<file path="config.mk">
export PLATFORM = sky130hd
export DESIGN_NAME = fifo_stream_out
export DESIGN_NICKNAME = d
export VERILOG_FILES = /design/src/rtl/fifo_stream_out.sv
export SDC_FILE = /design/constraint.sdc
export NUM_CORES = 1
export LEC_CHECK = 0
export CORE_AREA = 5 5 50 52
export CTS_BUF_LIST = sky130_fd_sc_hd__clkbuf_4 sky130_fd_sc_hd__clkbuf_8
export CTS_CLUSTER_DIAMETER = 120
export DETAILED_ROUTE_END_ITERATION = 10
export DIE_AREA = 0 0 55 57
export PLACE_DENSITY = 0.76
export SLEW_MARGIN = 5
export SYNTH_ARGS = -nofsm -noshare
export SYNTH_HDL_FRONTEND = slang
export SYNTH_SLANG_ARGS = --single-unit
export TNS_END_PERCENT = 5
</file>
<file path="constraint.sdc">
create_clock -name clk -period 2.55 [get_ports clk]
set_clock_uncertainty 0.1 [all_clocks]
set_input_delay 0.51 -clock clk [delete_from_list [all_inputs] [get_ports clk]]
set_output_delay 0.51 -clock clk [all_outputs]
set_load 0.005 [all_outputs]
</file>
<file path="src/rtl/fifo_stream_out.sv">
// fifo_stream_out: drains a fifo_sync read port into a valid/ready stream.
// The FIFO's dout arrives one cycle after a read strobe. A two-entry buffer
// (head/tail) plus an in-flight flag lets a new read be issued every cycle
// while m_ready is held high. The same buffer soaks up reads that are already
// committed when the sink stalls.
module fifo_stream_out #(
    parameter int DATA_WIDTH = 8
) (
    input  logic                  clk,
    input  logic                  reset_n,
    input  logic                  fifo_empty,
    input  logic [DATA_WIDTH-1:0] fifo_dout,
    output logic                  fifo_rd_en,
    input  logic                  flush,
    output logic                  m_valid,
    input  logic                  m_ready,
    output logic [DATA_WIDTH-1:0] m_data,
    output logic [1:0]            level
);

    logic [DATA_WIDTH-1:0] head;
    logic [DATA_WIDTH-1:0] tail;
    logic [1:0]            occ;
    logic                  inflight;
    logic                  pop;
    logic [1:0]            occ_after_pop;
    logic [2:0]            committed;

    assign m_valid = (occ != 2'd0);
    assign m_data  = head;
    assign level   = occ;

    // Read issue: only read when the word (plus anything already buffered or
    // in flight, minus this cycle's pop) is guaranteed a slot next cycle.
    always_comb begin
        pop           = 1'b0;
        occ_after_pop = occ;
        committed     = 3'd0;
        fifo_rd_en    = 1'b0;
        pop           = m_valid && m_ready;
        occ_after_pop = occ - {1'b0, pop};
        committed     = {1'b0, occ} + {2'b00, inflight} - {2'b00, pop};
        fifo_rd_en    = reset_n && !flush && !fifo_empty && (committed < 3'd2);
    end

    // Buffer update: pop shifts tail into head, then the arriving word lands
    // in the first slot that is free after the pop, keeping strict order.
    always_ff @(posedge clk or negedge reset_n) begin
        if (!reset_n) begin
            head     <= '0;
            tail     <= '0;
            occ      <= 2'd0;
            inflight <= 1'b0;
        end else if (flush) begin
            // The word landing on this edge and anything buffered are dropped;
            // no read is issued during flush, so nothing arrives afterwards.
            occ      <= 2'd0;
            inflight <= 1'b0;
        end else begin
            inflight <= fifo_rd_en;
            occ      <= occ_after_pop + {1'b0, inflight};
            if (pop) begin
                head <= tail;
            end
            if (inflight) begin
                if (occ_after_pop == 2'd0) begin
                    head <= fifo_dout;
                end else begin
                    tail <= fifo_dout;
                end
            end
        end
    end

endmodule

</file>
Yosys cells after proc, flatten, opt, wreduce, memory -nomap -nowiden
Index checks and enable logic that the tools add are counted.
{"block": "totals", "elab_cells": 25, "ff_bits": 19, "in_bits": 13, "out_inout_bits": 12}
{"block": "op_classes", "order_cmp": 1, "bitwise_logic": 2, "mux": 5, "addsub": 4, "reduce_logical": 9}
{"cell": "$mux W8", "n": 3}
{"cell": "$logic_and A1 B1 Y1", "n": 4}
{"cell": "$add A2 B1 Y3", "n": 1}
{"cell": "$lt A3 B2 Y1 const B", "n": 1}
{"cell": "$reduce_and A3 Y1", "n": 1}
{"cell": "$sub A3 B1 Y3", "n": 1}
{"cell": "$add A2 B1 Y2", "n": 1}
{"cell": "$logic_not A1 Y1", "n": 2}
{"cell": "$logic_not A2 Y1", "n": 1}
{"cell": "$mux W2", "n": 1}
{"cell": "$not A1 Y1", "n": 2}
{"cell": "$reduce_bool A2 Y1", "n": 1}
{"cell": "$sub A2 B1 Y2", "n": 1}
{"cell": "$mux W1", "n": 1}

Depth between registers and ports, before layout
{"block": "depth", "depth_word": 6, "depth_mapped": 6, "ltp_nobuf": 6}

Least setup slack after synthesis
OpenSTA, ideal clock, no wires.
{"block": "synth_timing", "path_kind": "flip-flop to output port", "from": "reg occ[1], in the netlist level[1]", "to": "out fifo_rd_en", "arrival_time_ns": 1.742, "path_stages_with_launch": 7, "path_slack_ns": 0.198, "path_buffers": 0, "required_ns": 1.940, "path_cell_list": "dfrtp_1 or2_2 nand2_1 nor2_1 fa_1 nand4_1 nor2_1"}
{"block": "synth_via", "elab_chain_len": 5, "elab_cells_between_ends": 6, "cone_classes": "2 x add/sub; 1 x order compare; 3 x reduce/logical"}
{"item": "from (decl)", "line": "23", "text": "logic [1:0] occ;"}
{"item": "from (signal assigned)", "line": "61", "text": "occ <= occ_after_pop + {1'b0, inflight};"}
{"item": "$reduce_bool A2 Y1", "line": "29", "text": "assign m_valid = (occ != 2'd0);"}
{"item": "net m_valid", "line": "15", "text": "output logic m_valid,"}
{"item": "$logic_and A1 B1 Y1", "line": "40", "text": "pop = m_valid && m_ready;"}
{"item": "$sub A3 B1 Y3", "line": "42", "text": "committed = {1'b0, occ} + {2'b00, inflight} - {2'b00, pop};"}
{"item": "$lt A3 B2 Y1", "line": "43", "text": "fifo_rd_en = reset_n && !flush && !fifo_empty && (committed < 3'd2);"}
{"item": "$logic_and A1 B1 Y1", "line": "43"}
{"item": "to (decl)", "line": "13", "text": "output logic fifo_rd_en,"}
The timed path passes the listed nets, and every way through them passes these cells.

Worst setup path in the final report
{"block": "layout_timing", "from": "in m_ready", "to": "out fifo_rd_en"}
{"block": "layout_via", "elab_chain_len": 4}
{"item": "from (decl)", "line": "16", "text": "input logic m_ready,"}
{"item": "$logic_and A1 B1 Y1", "line": "40"}
{"item": "$sub A3 B1 Y3", "line": "42"}
{"item": "$lt A3 B2 Y1", "line": "43"}
{"item": "$logic_and A1 B1 Y1", "line": "43"}
No other way between the ends.

==> impl_metrics.json <==
{
  "hold_buffers": 0,
  "intPower_mw": 0.573,
  "crit_required_ps": 1940,
  "drt_pass1_iterations": 3,
  "first_iter_violations": 5,
  "arrival_ps": 1900,
  "cp_top_family": "adder cells",
  "leakage_nw": 0.627,
  "avgSynthCellArea_um2": 12.8,
  "vdd_drop_max_mv": 0.383,
  "slew_headroom_pct": 79.7,
  "clk_latency_ps": 300,
  "synth_ff_type": "dfrtp_1",
  "htree_levels": 1,
  "p_per_area_mw_per_mm2": 571,
  "syn2layout_area_growth_pct": 49.6,
  "path_clk_slew_ps": 100,
  "critical_path_buf_inv_count": 2,
  "syn_area_um2": 895,
  "synth-seq-area-share_pct": 53.1,
  "antenna_cells": 0,
  "fmax_mhz": 398,
  "synth_cells": 70,
  "fin_nets": 131,
  "grt_pass1_wl_um": 3610,
  "clockPowerShare_pct": 21.5,
  "grt_pass1_vias": 839,
  "fp.dieH_um": 57,
  "vias": 733,
  "die_area_mm2": 0.00314,
  "drt-total-wl_um": 2110,
  "place_congestion": 0.796,
  "via_per_inst": 5.13,
  "placedInstanceArea_mm2": 0.00125,
  "critPathMaxStageDelay_ps": 510,
  "grt_max_degree": 20,
  "die_w_um": 55,
  "crit_type": "in -> out",
  "synthArstFlopShare_pct": 100,
  "end_kind": "primary output",
  "hold_class": "reg -> reg",
  "core_area_mm2": 0.00206,
  "stdcell_area_mm2": 0.00134,
  "antenna_found_initial": 0,
  "finalHoldViolCount": 0,
  "wl_per_cell_um": 14.7,
  "critPathLaunchType": "input pin",
  "power_mw": 0.765,
  "rows": 17,
  "drv_cap": 0,
  "rsz0062_at_grt": "true",
  "ios": 25,
  "drc": 0,
  "synth-seq-cells": 19,
  "start_util_pct": 43.4,
  "timing.final.max_slew_violations": 0,
  "synthTopCellsByArea": "dfrtp_1, mux2_2, a2bb2oi_1, o22ai_1, fa_1",
  "seqPwrFrac_pct": 49.8,
  "postLayoutCoreUtil_pct": 64.9,
  "track_usage_pct": 15.7,
  "combinationalPowerShare_pct": 28.7,
  "p_sw_share_pct": 25.1,
  "yosysMostFrequentCell": "dfrtp_1",
  "synth_edf_count": 0,
  "cts-buffers-inserted": 3,
  "switchingPower_mw": 0.192,
  "clock_path_buffers": 2,
  "setup_violations": 0,
  "cts_root_buf": "clkbuf_4",
  "ys_top_cells_by_count": "dfrtp_1, mux2_2, o22ai_1, a2bb2oi_1, nor2_1",
  "yosysWarnings": 0,
  "crit_path_top_delay_cell": "fa_1",
  "status": "finished clean",
  "worstMarginPinSlew_ps": 305,
  "yosysTopAreaCell": "dfrtp_1",
  "overflow": 0,
  "finalCritPeriodShare_pct": 98.5,
  "drive_gt1_share_pct": 35.7,
  "final.min_clock_period_ps": 2510,
  "port_buffers": 24,
  "ant_nets": 0,
  "yosysTopAreaCellShare_pct": 53.1,
  "crit_fanout": 3,
  "worstPathCellList": "dlygate4sd2_1, xor2_1, nand2_1, fa_1, nand4_1, nor2_1, buf_2",
  "hpwl_um": 1550,
  "synth.lib_cells_used.distinct": 25,
  "syn-num-nets": 85,
  "cts_tree": "yes",
  "cts.sinks": 19
}
[power groups by stage]
stage                     Combinational [mW]  Clock, mW  Sequential [mW]
after floorplan                       0.0729          0            0.387
after global placement                 0.213          0            0.383
after detailed placement               0.214          0            0.387
after CTS                              0.218      0.169            0.381
after global routing                   0.236      0.189            0.390
final                                  0.219      0.165            0.381
[placed cells by master (no fill, tap or decap), types with 2 or more instances in the layout]
cell             instances
dfrtp_1                 19
a2bb2oi_1                7
clkdlybuf4s50_1         22
mux2_2                   8
buf_4                   18
xor2_1                   2
clkbuf_4                 4
o22ai_1                  8
nor2_1                   4
inv_1                    2
[final timing paths]
kind	start	end	slack [ps]	depth (start not counted)
worst max-delay path	m_ready	fifo_rd_en	40	7
max in group asynchronous	reset_n	level[1]	1590	2
worst min-delay path	tail[4]	tail[4]	430	1
min in group asynchronous	reset_n	inflight	560	2
worst min register to register	tail[4]	tail[4]	430	1
worst max register to register	level[1]	inflight	560	9
[per-stage QoR]
step / setup WS [ps] / instances / setup TNS, ps / hold slack (ps)
floorplan: 198 / 70 / 0 / 114
global placement: -506 / 133 / -506 / 389
detailed placement: -539 / 133 / -539 / 402
CTS: 56.2 / 139 / 0 / 427
global route: -35.1 / 143 / -35.1 / 451
finish: 39.3 / 143 / 0 / 427
[flip-flops by register name, indices dropped and copies added (netlist names)]
signal and flops:
level 2, inflight 1, tail 8, m_data 8
[area by class of cell]
| type | instances | area, um^2 |
|---|---|---|
| fill | 177 | 724 |
| tap | 28 | 35.0 |
| sequential | 19 | 475 |
| clock buffer | 4 | 30.0 |
| inverter | 3 | 11.3 |
| multi-input combinational | 47 | 418 |
| timing repair buffer | 42 | 369 |
[repair_timing]
item	CTS	global route
resized for setup	7	3
endpoints found under the setup margin	1	1
endpoints found under the hold margin	0	0
pin swaps	2	3
buffers inserted	2	4
[cell families (layout without fill, tap and decap cells)]
family,Yosys count,in the layout,share of synthesized area [%]
AOI/OAI and AO/OA,21,21,20.3
xor gates and xnor gates,3,3,2.94
adders and majority gates,2,2,3.64
buffers and inverters,4,49,2.10
DFF,19,19,53.1
muxes,8,8,10.1
and+or+nand+nor,13,13,7.83
[metal layers]
layer / vias to the layer above / global-route usage [%] / wire length, um
li1: 353 / - / -
met1: 358 / 19.1 / 930
met2: 16 / 25.3 / 1050
met3: 6 / 4.96 / 79
met4: 0 / 6.25 / 42
met5: - / 0 / 0
Note: power is estimated with default switching activity, not from simulation.
